`src/rtl/mux_uart_reporter.sv`:
```
// ---------------------------------------------------------------------------
// mux_uart_reporter
//
// Purpose: on request, snapshots the muxed value and streams it to a UART
// transmitter as a fixed-width ASCII decimal frame "ddd\r\n" (leading zeros
// kept). Bytes are paced with the tx_start / tx_busy handshake of uart_tx.
//
// Optional feature: define MODE_TAG_EN to prefix the frame with a source tag
// byte ('A', 'B' or 'C') decoded from the latched sw_mode. The frame is then
// "Tddd\r\n". With MODE_TAG_EN undefined, sw_mode is unused.
//
// Ports:
//   clk       in   1           system clock, rising edge
//   rst_n     in   1           asynchronous reset, active-low
//   sw_mode   in   4           mode switches (mux select encoding)
//   data      in   DATA_WIDTH  muxed value, legal 0..511
//   send_req  in   1           1-cycle request to transmit current value
//   tx_busy   in   1           uart_tx busy flag
//   tx_start  out  1           1-cycle pulse, tx_data valid same cycle
//   tx_data   out  8           byte to transmit (holds last byte sent)
//   busy      out  1           high while a frame is in progress
//   done      out  1           1-cycle pulse when the frame is complete
// ---------------------------------------------------------------------------
module mux_uart_reporter #(
   parameter int DATA_WIDTH = 8
) (
   input  logic                  clk,
   input  logic                  rst_n,
   input  logic [3:0]            sw_mode,
   input  logic [DATA_WIDTH-1:0] data,
   input  logic                  send_req,
   input  logic                  tx_busy,
   output logic                  tx_start,
   output logic [7:0]            tx_data,
   output logic                  busy,
   output logic                  done
);

`ifdef MODE_TAG_EN
   localparam int NUM_BYTES = 6;
`else
   localparam int NUM_BYTES = 5;
`endif
   localparam logic [2:0] LAST_IDX = 3'(NUM_BYTES - 1);

   typedef enum logic [2:0] {
      S_IDLE,
      S_LOAD,
      S_SEND,
      S_WAIT_ACK,
      S_WAIT_DONE,
      S_FINISH
   } state_t;

   state_t      state_q, state_d;
   logic        pending_q, pending_d;
   logic [2:0]  idx_q, idx_d;
   logic        tx_start_q, tx_start_d;
   logic [7:0]  tx_data_q, tx_data_d;
   logic [7:0]  byte_q [NUM_BYTES];
   logic [7:0]  byte_d [NUM_BYTES];

   logic [9:0]  val_w, d2_w, d1_w, d0_w;

   function automatic logic [7:0] ascii_digit(input logic [9:0] d);
      return 8'(10'h030 + d);
   endfunction

`ifdef MODE_TAG_EN
   // Same source decode as the upstream mux; unknown modes fall back to 'A'.
   function automatic logic [7:0] tag_byte(input logic [3:0] sw);
      logic [7:0] t;
      case (sw)
         4'b0000, 4'b0001, 4'b0010, 4'b0011: t = 8'h41;
         4'b0100, 4'b0101:                   t = 8'h42;
         4'b1000, 4'b1001:                   t = 8'h43;
         default:                            t = 8'h41;
      endcase
      return t;
   endfunction
`else
   logic unused_sw_mode;
   assign unused_sw_mode = ^sw_mode;
`endif

   // Decimal split of the live input; only captured while in LOAD.
   assign val_w = 10'(data);
   assign d2_w  = val_w / 10'd100;
   assign d1_w  = (val_w / 10'd10) % 10'd10;
   assign d0_w  = val_w % 10'd10;

   // State register and control flops
   always_ff @(posedge clk or negedge rst_n) begin
      if (!rst_n) begin
         state_q    <= S_IDLE;
         pending_q  <= 1'b0;
         idx_q      <= 3'd0;
         tx_start_q <= 1'b0;
         tx_data_q  <= 8'h00;
      end else begin
         state_q    <= state_d;
         pending_q  <= pending_d;
         idx_q      <= idx_d;
         tx_start_q <= tx_start_d;
         tx_data_q  <= tx_data_d;
      end
   end

   // Frame byte store: pure data, only meaningful after LOAD
   always_ff @(posedge clk) begin
      byte_q <= byte_d;
   end

   // Next-state logic
   always_comb begin
      state_d = state_q;
      case (state_q)
         S_IDLE:      if (send_req || pending_q) state_d = S_LOAD;
         S_LOAD:      state_d = S_SEND;
         S_SEND:      state_d = S_WAIT_ACK;
         S_WAIT_ACK:  if (tx_busy) state_d = S_WAIT_DONE;
         S_WAIT_DONE: if (!tx_busy) state_d = (idx_q == LAST_IDX) ? S_FINISH : S_SEND;
         S_FINISH:    state_d = S_IDLE;
         default:     state_d = S_IDLE;
      endcase
   end

   // Datapath / bookkeeping
   always_comb begin
      pending_d  = pending_q;
      idx_d      = idx_q;
      tx_start_d = 1'b0;
      tx_data_d  = tx_data_q;
      byte_d     = byte_q;

      // Requests arriving while a frame runs (including FINISH) coalesce.
      if (state_q == S_IDLE && state_d == S_LOAD)
         pending_d = 1'b0;
      else if (send_req && state_q != S_IDLE)
         pending_d = 1'b1;

      case (state_q)
         S_LOAD: begin
            idx_d = 3'd0;
`ifdef MODE_TAG_EN
            byte_d[0] = tag_byte(sw_mode);
            byte_d[1] = ascii_digit(d2_w);
            byte_d[2] = ascii_digit(d1_w);
            byte_d[3] = ascii_digit(d0_w);
            byte_d[4] = 8'h0D;
            byte_d[5] = 8'h0A;
`else
            byte_d[0] = ascii_digit(d2_w);
            byte_d[1] = ascii_digit(d1_w);
            byte_d[2] = ascii_digit(d0_w);
            byte_d[3] = 8'h0D;
            byte_d[4] = 8'h0A;
`endif
         end
         S_SEND: begin
            // Registered so the strobe and byte appear together one cycle later.
            tx_start_d = 1'b1;
            tx_data_d  = byte_q[idx_q];
         end
         S_WAIT_DONE: begin
            if (!tx_busy) idx_d = idx_q + 3'd1;
         end
         default: ;
      endcase
   end

   // Outputs
   always_comb begin
      tx_start = tx_start_q;
      tx_data  = tx_data_q;
      busy     = (state_q != S_IDLE);
      done     = (state_q == S_FINISH);
   end

endmodule

```
`config.mk`:
```
export PLATFORM = sky130hd
export DESIGN_NAME = mux_uart_reporter
export DESIGN_NICKNAME = d
export VERILOG_FILES = /design/src/rtl/mux_uart_reporter.sv
export SDC_FILE = /design/constraint.sdc
export NUM_CORES = 1
export LEC_CHECK = 0
export CORE_MARGIN = 2
export CORE_UTILIZATION = 36
export CTS_CLUSTER_DIAMETER = 200
export DETAILED_ROUTE_END_ITERATION = 16
export RECOVER_POWER = 25
export SETUP_SLACK_MARGIN = 0.4
export SYNTH_ARGS = -nofsm -noshare
export SYNTH_HDL_FRONTEND = slang
export SYNTH_SLANG_ARGS = --single-unit
```
`constraint.sdc`:
```
create_clock -name clk -period 2.6 [get_ports clk]
set_clock_uncertainty 0.05 [all_clocks]
set_input_delay 0.52 -clock clk [delete_from_list [all_inputs] [get_ports clk]]
set_output_delay 0.52 -clock clk [all_outputs]
set_load 0.005 [all_outputs]
```
==> run metrics <==
worst min path class=register to register; relative slew slack=0.5183; clock root buffer=clkbuf_8; fin area=between 3000 and 4000 sq um; CP arrival=a little over 3 ns; combinational group share of total power=0.492; Num CTS Buffers=5; area of the core=~6700 sq um; P_leak=about 1.6 nW; Largest delay share family, worst path=compound AO/OA/AOI/OAI gates; Die Ht=about 87 um; nets=about 390; Net Sw Power=around 0.00091 W; CP Buf/Inv Count=3; Die W=roughly 87 um; Vias/cell=about 5.2; Crit. End Element=register; area growth from synthesis to layout=55.06%; num ports=27; crit path from=data[5]; Hold Startpoint=tx_data[3]; Slowest cell on crit path=a221oi_4; failing checks=setup timing; Max VDD drop=between 0.0002 and 0.00025 V; most frequent cells in the layout=buf_4, o21ai_0, nand2_1; TNS Setup=-2.422 ns; vias in the first global route=~2,300; clk slew on worst S/H paths=approximately 0.07 ns; clock buffer depth=2; # rows=30; Setup-failing EPs final=7; max cap viols=0; outcome=finished, violations left; Initial Utilization=0.3683; Total GRT Usage=0.1648; FFs w/ async S/R, synth=0.4706; WL/cell=14.26 um; slowest stage delay, CP=~0.34 ns; Sequential Power Share=0.367; Netlist Area Pre-Place=about 2500 sq um; Final Max Slew Viols=0; CTS Hold Bufs=0; mean post-synth cell area=just over 9 sq um; Mapped Cells=between 200 and 300; antenna cells=0; IO Port Bufs=22; CTS Sinks=34; PnR worst setup slack=-0.4837 ns; initial antenna violation count=0; Fin. Hold Viols=0; Synth cell types=64; fillcell total=between 500 and 600; PD cells=665.1 nW/um^2; Critical R2R Launch=state_q[2]; CTS tree=yes; Setup CP Type=primary input to register; Die ar.=7554 sq um; global route overflow=0; CP Max Fanout=4; H-tree levels=2; FMAX=~320 MHz; top_reg_cell synth=edfxtp_1; RSZ-0062 raised after global routing=yes; commonest non-fill, non-tap cell in the layout=buf_4; EDFF count, synth=18; via count=2,330; DRT iter0 DRCs=116; Synth Warn #=0; first-pass GRT wire length=roughly 10 mm; internal power of the cells=about 0.0016 W; Inst Count DP=between 400 and 500; Worst-Margin Slew=about 0.72 ns; Skew-Pair Late Insertion Delay=0.28 ns; crit start category=primary input; crit-path cells=buf_8 > buf_6 > nor2b_4 > a22o_1 > a221oi_4 > o2111ai_4 > o21a_4 > nand2_2 > o21ai_2 > ha_4 > nor2_4 > a31oi_2 > nand3_2 > nor3b_2 > o21ai_1 > ha_2 > inv_2; antenna viol nets, final=0; switching share of power=0.3558; Clock Power Share=0.141; Final min period=about 3.1 ns; HPWL Detailed=4.279 mm; drt total wl=~6.3 mm; DRT Pass-1 Iters=4; Final period util=1.186; placed cell areas=3257 sq um; share of cells above drive strength 1=0.4521; largest net degree at the start of global routing=19; final std cells w/o fill=about 450; global placer's final weighted congestion=between 0.8 and 0.9; number of remaining DRC errors=0; Worst EP required=2.59 ns; sequential area share after synthesis=0.3802; Yosys reg bits=34
worst reg2reg max path, stage by stage, from the launching register on:
cell and delay, ns:
dfrtp_2 0.40, buf_4 0.15, inv_1 0.15, nand3_1 0.36, a2111oi_0 0.50, a21o_1 0.13
cell usage after synthesis, types with 3 or more instances:
cell type	instances	area, sq um
nand2_1	23	86.33
o21ai_0	23	115.1
inv_1	20	75.07
nor2_1	19	71.32
edfxtp_1	18	540.5
dfrtp_1	16	400.4
ha_1	9	112.6
nand2b_1	9	56.30
a21oi_1	8	40.04
a22o_1	8	70.07
clkbuf_1	7	26.28
nor3_1	7	35.03
nand3_1	6	30.03
xnor2_1	6	52.55
nor2b_1	5	31.28
o22ai_1	5	31.28
a22oi_1	4	30.03
mux2i_1	4	40.04
xor2_1	4	35.03
a31oi_1	3	18.77
buf_2	3	15.01
buf_4	3	22.52
o21a_1	3	22.52
or3_1	3	18.77
metrics by stage:
stage / utilization / setup slack, ns / hold slack (ns) / power [W]
finish: 0.5711 / -0.4837 / 0.4283 / 0.002552
CTS: 0.5423 / -0.4506 / 0.4316 / 0.002446
detailed placement: 0.4847 / -1.306 / 0.4173 / 0.001996
global placement: 0.4847 / -1.248 / 0.4120 / 0.001976
floorplan: - / -1.008 / 0.1744 / 0.001581
global route: 0.5711 / -0.5879 / 0.4607 / 0.002738
worst paths after layout:
path / to / slack [ns] / depth (start not counted)
worst max-delay path: byte_q[29] / -0.48 / 17
worst min-delay path: tx_data[3] / 0.43 / 2
worst max register to register: tx_data[0] / 0.80 / 5
worst min register to register: tx_data[3] / 0.43 / 2
max in group asynchronous: state_q[2] / 1.32 / 1
min in group asynchronous: pending_q / 0.68 / 1
cells by family (layout without fill, tap and decap cells):
group	after synthesis	count (layout)	share of synthesized area
buf+inv	36	133	0.06673
flops	34	34	0.3802
fa+ha+maj	10	10	0.04955
simple gates	87	87	0.1805
xor+xnor	10	10	0.03539
mux	4	4	0.01618
compound gates	83	83	0.2685
other cells	2	4	0.003034
power by group through the flow:
stage / combinational [W] / sequential [W] / clock, W
floorplan: 0.000700 / 0.000881 / 0
global placement: 0.00102 / 0.000956 / 0
detailed placement: 0.00104 / 0.000959 / 0
CTS: 0.00112 / 0.000955 / 0.000368
global route: 0.00138 / 0.000962 / 0.000394
finish: 0.00125 / 0.000938 / 0.000360
layer usage:
metal,vias up,share of wire,GRT usage
met3,10,0.029,0.01706
met2,56,0.54,0.3102
met1,1104,0.42,0.1919
met5,-,0,0
li1,1160,-,-
met4,0,0.018,0.05682
sequential cells by signal, indices dropped and copies added, names as in the netlist:
name       flops
pending_q      1
tx_start       1
idx_q          3
tx_data        8
state_q        3
byte_q        18
area by class of cell:
type                    count  area [sq um]  area share
clock inverters             2         8.758    0.002282
multi-input cells         198          1723      0.4490
flip-flops and latches     34         943.4      0.2458
well taps                  80         100.1     0.02608
inverters                  21         81.33     0.02119
clock buffers               6         72.57     0.01891
repair buffers            104         908.4      0.2367
timing repair:
| action | 4_1_cts | 5_1_grt |
|---|---|---|
| cloned | 1 | 0 |
| resized for setup | 77 | 33 |
| setup endpoints to repair | 12 | 13 |
| buffers inserted | 12 | 7 |
| pin swaps | 24 | 23 |
No activity file was read; power rests on OpenSTA's default activity.
==> edit: new RTL, same settings <==
Build with the macro `MODE_TAG_EN` defined.
--- a/src/rtl/mux_uart_reporter.sv
+++ b/src/rtl/mux_uart_reporter.sv
@@ -21,6 +21,8 @@
 //   busy      out  1           high while a frame is in progress
 //   done      out  1           1-cycle pulse when the frame is complete
 // ---------------------------------------------------------------------------
+`define MODE_TAG_EN
+
 module mux_uart_reporter #(
    parameter int DATA_WIDTH = 8
 ) (
Formal check against the unedited RTL: not equivalent (Yosys sat finds a counterexample within 4 cycles, from zero or initial values and one cycle with rst_n low).
==> edit against the original RTL <==
  * The run still ends with setup timing left
  * Synthesized cell count grew 9.0%
  * Die area increased by 5.8%
  * Fmax rose by 9.3%
  * Sequential power increased by 5.0%
  * Synthesized area up 6.1%
  * Power up 2.1%
  * Design area is 6.3% higher
  * Worst setup slack better by 260 ps
  * Sequential cell count increased by 2
  * Wire length shrank 2.2%
  * Hold slack worse by 3.5 ps
  * Largest cell class unchanged
  * Highest routed layer unchanged
==> edit: results (changes against the original RTL) <==
Synthesis
  • Distinct cells, synth: 65 (+1.6%)
  • Syn avg cell area: 9.052 um^2 (-2.7%)
  • Ys flop type: edfxtp_1
  • Sequential share of the synthesized area: 38.13% (+0.11 points)
  • Fraction of registers with async set/reset: 44.44% (-2.6 points)
  • Synth warn: 0 (unchanged)
  • Post-synth EDFFs: 20 (+2)
  • Synth area leaders: edfxtp_1, dfrtp_1, ha_1
  • Post-synth top cells: nand2_1, o21ai_0, edfxtp_1, inv_1, nor2_1

Layout
  • Max reg flops: 20 (+2)
  • Filler cells: 644 (+12%)
  • ANT cells: 0 (unchanged)
  • Finished Layout Cells: 496 (+11%)
  • Largest Register: byte_q
  • Share of cells above drive strength 1: 41.56% (-3.6 points)
  • Final #Nets: 422 (+8.5%)

Worst setup path
  • Critical Path AT: 2820 ps (-260 ps)
  • CP max stage delay: 200 ps (-140 ps)
  • R2r startpoint: state_q[2]
  • R2r setup slk: 880 ps (+80 ps)
  • Slowest CP cell: nor3_4
  • Reg-to-reg endpoint: tx_data[4]
  • CP max FO: 7 (+3)
  • R2r worst-path depth: 4 (-1)
  • CP top delay family: buffers and inverters

Drt
  • DRT iter0 DRCs: 124 (+6.9%)
  • Total Wirelength: 6205 um (-2.2%)
  • Routed vias: 2480 (+6.4%)

Status
  • Status: finished, violations left
  • Failing checks: setup timing

Min path
  • Min-delay src: tx_data[6]
  • Worst hold path type: flip-flop to flip-flop
  • WHS Endpoint: tx_data[6]
  • WHS Path Cells: 2 (unchanged)

STA
  • Min Hold Slack: 424.9 ps (-3.481 ps)
  • Slew Limit Headroom: 51.28% (-0.56 points)
  • PnR worst setup slack: -220.7 ps (+263.0 ps)
  • # setup viols final: 5 (-2)
  • Setup_tns: -832.7 ps (+1590 ps)

Place
  • Placement Cell Area: 3468 um^2 (+6.5%)
  • Placer congestion estimate: 0.8318 (+2.0%)
  • Port Buffers: 25 (+14%)
  • Dpl hpwl: 4514 um (+5.5%)
  • Setup WS pre-CTS: -1039 ps (+266.9 ps)
  • Placed Cells: 461 (+11%)

Power and ir drop
  • P_leak: 1.726 nW (+7.7%)
  • VDD IR max: 0.2089 mV (-12%)

CTS
  • # H-tree levels: 2 (unchanged)
  • Worst-Skew Late Latency: 280 ps (about the same)
  • CTS Buf Count: 5 (unchanged)

Global route
  • Largest net degree at the start of global routing: 21 (+2)
  • Number of global-route vias before repair: 2352 (+4.3%)
  • Initial antenna violation count: 0 (unchanged)
  • Global Route Usage Sum: 16.44% (-0.035 points)
  • First-pass GRT wire length: 10420 um (+3.3%)
-- edit: per-layer routing --
metal  share of wire, %  wire [um]  track usage [%]
met1                 41       2521            18.25
met4                2.0        123            5.427
met5                  0          0                0
met3                2.7        170            2.493
met2                 55       3389            31.65
-- edit: worst min-delay path: stages (launching register included) --
cell and delay (ps):
dfrtp_1 340, nand2_1 50, o31ai_1 50
-- edit: cells by family after synthesis --
kind of cell | after synthesis | share of synthesized area (%)
AND/OR/NAND/NOR | 89 | 17.35
AO/OA/AOI/OAI | 88 | 23.21
buffers and inverters | 42 | 6.864
flip-flops | 36 | 38.13
XOR/XNOR | 12 | 4.004
adder cells (fa/ha/maj) | 11 | 5.195
multiplexers | 10 | 4.957
other | 2 | 0.2861
-- edit: timing repair --
action / CTS / global route
pin swaps: 19 / 24
endpoints found under the setup margin: 12 / 13
buffers inserted: 15 / 11
cloned: 1 / 0
gates resized for setup: 60 / 41
-- edit: where the power goes --
group	total [mW]	switching (mW)	internal (mW)	leakage [nW]
Combinational	1.25	0.582	0.665	1.30
Sequential	0.985	0.138	0.847	0.383
Clock	0.374	0.186	0.188	0.0422
-- edit: how the worst max path moves through the flow --
stage	endpoint	slack, ps	depth (start not counted)
after global routing	byte_q[30]	-350	17
after global placement	byte_q[30]	-990	15
after floorplan	byte_q[30]	-550	16
after detailed placement	byte_q[30]	-1040	15
final	byte_q[28]	-220	19
after CTS	byte_q[30]	-270	17
-- edit: area by class of cell --
class	instances	area [um^2]	area share (%)
Clock buffer	7	76.32	1.871
Inverter	23	93.84	2.301
Timing Repair Buffer	116	1023	25.09
Tap cell	99	123.9	3.037
Sequential cell	36	1005	24.63
Clock inverter	1	5.005	0.1227
Multi-Input combinational cell	214	1752	42.94
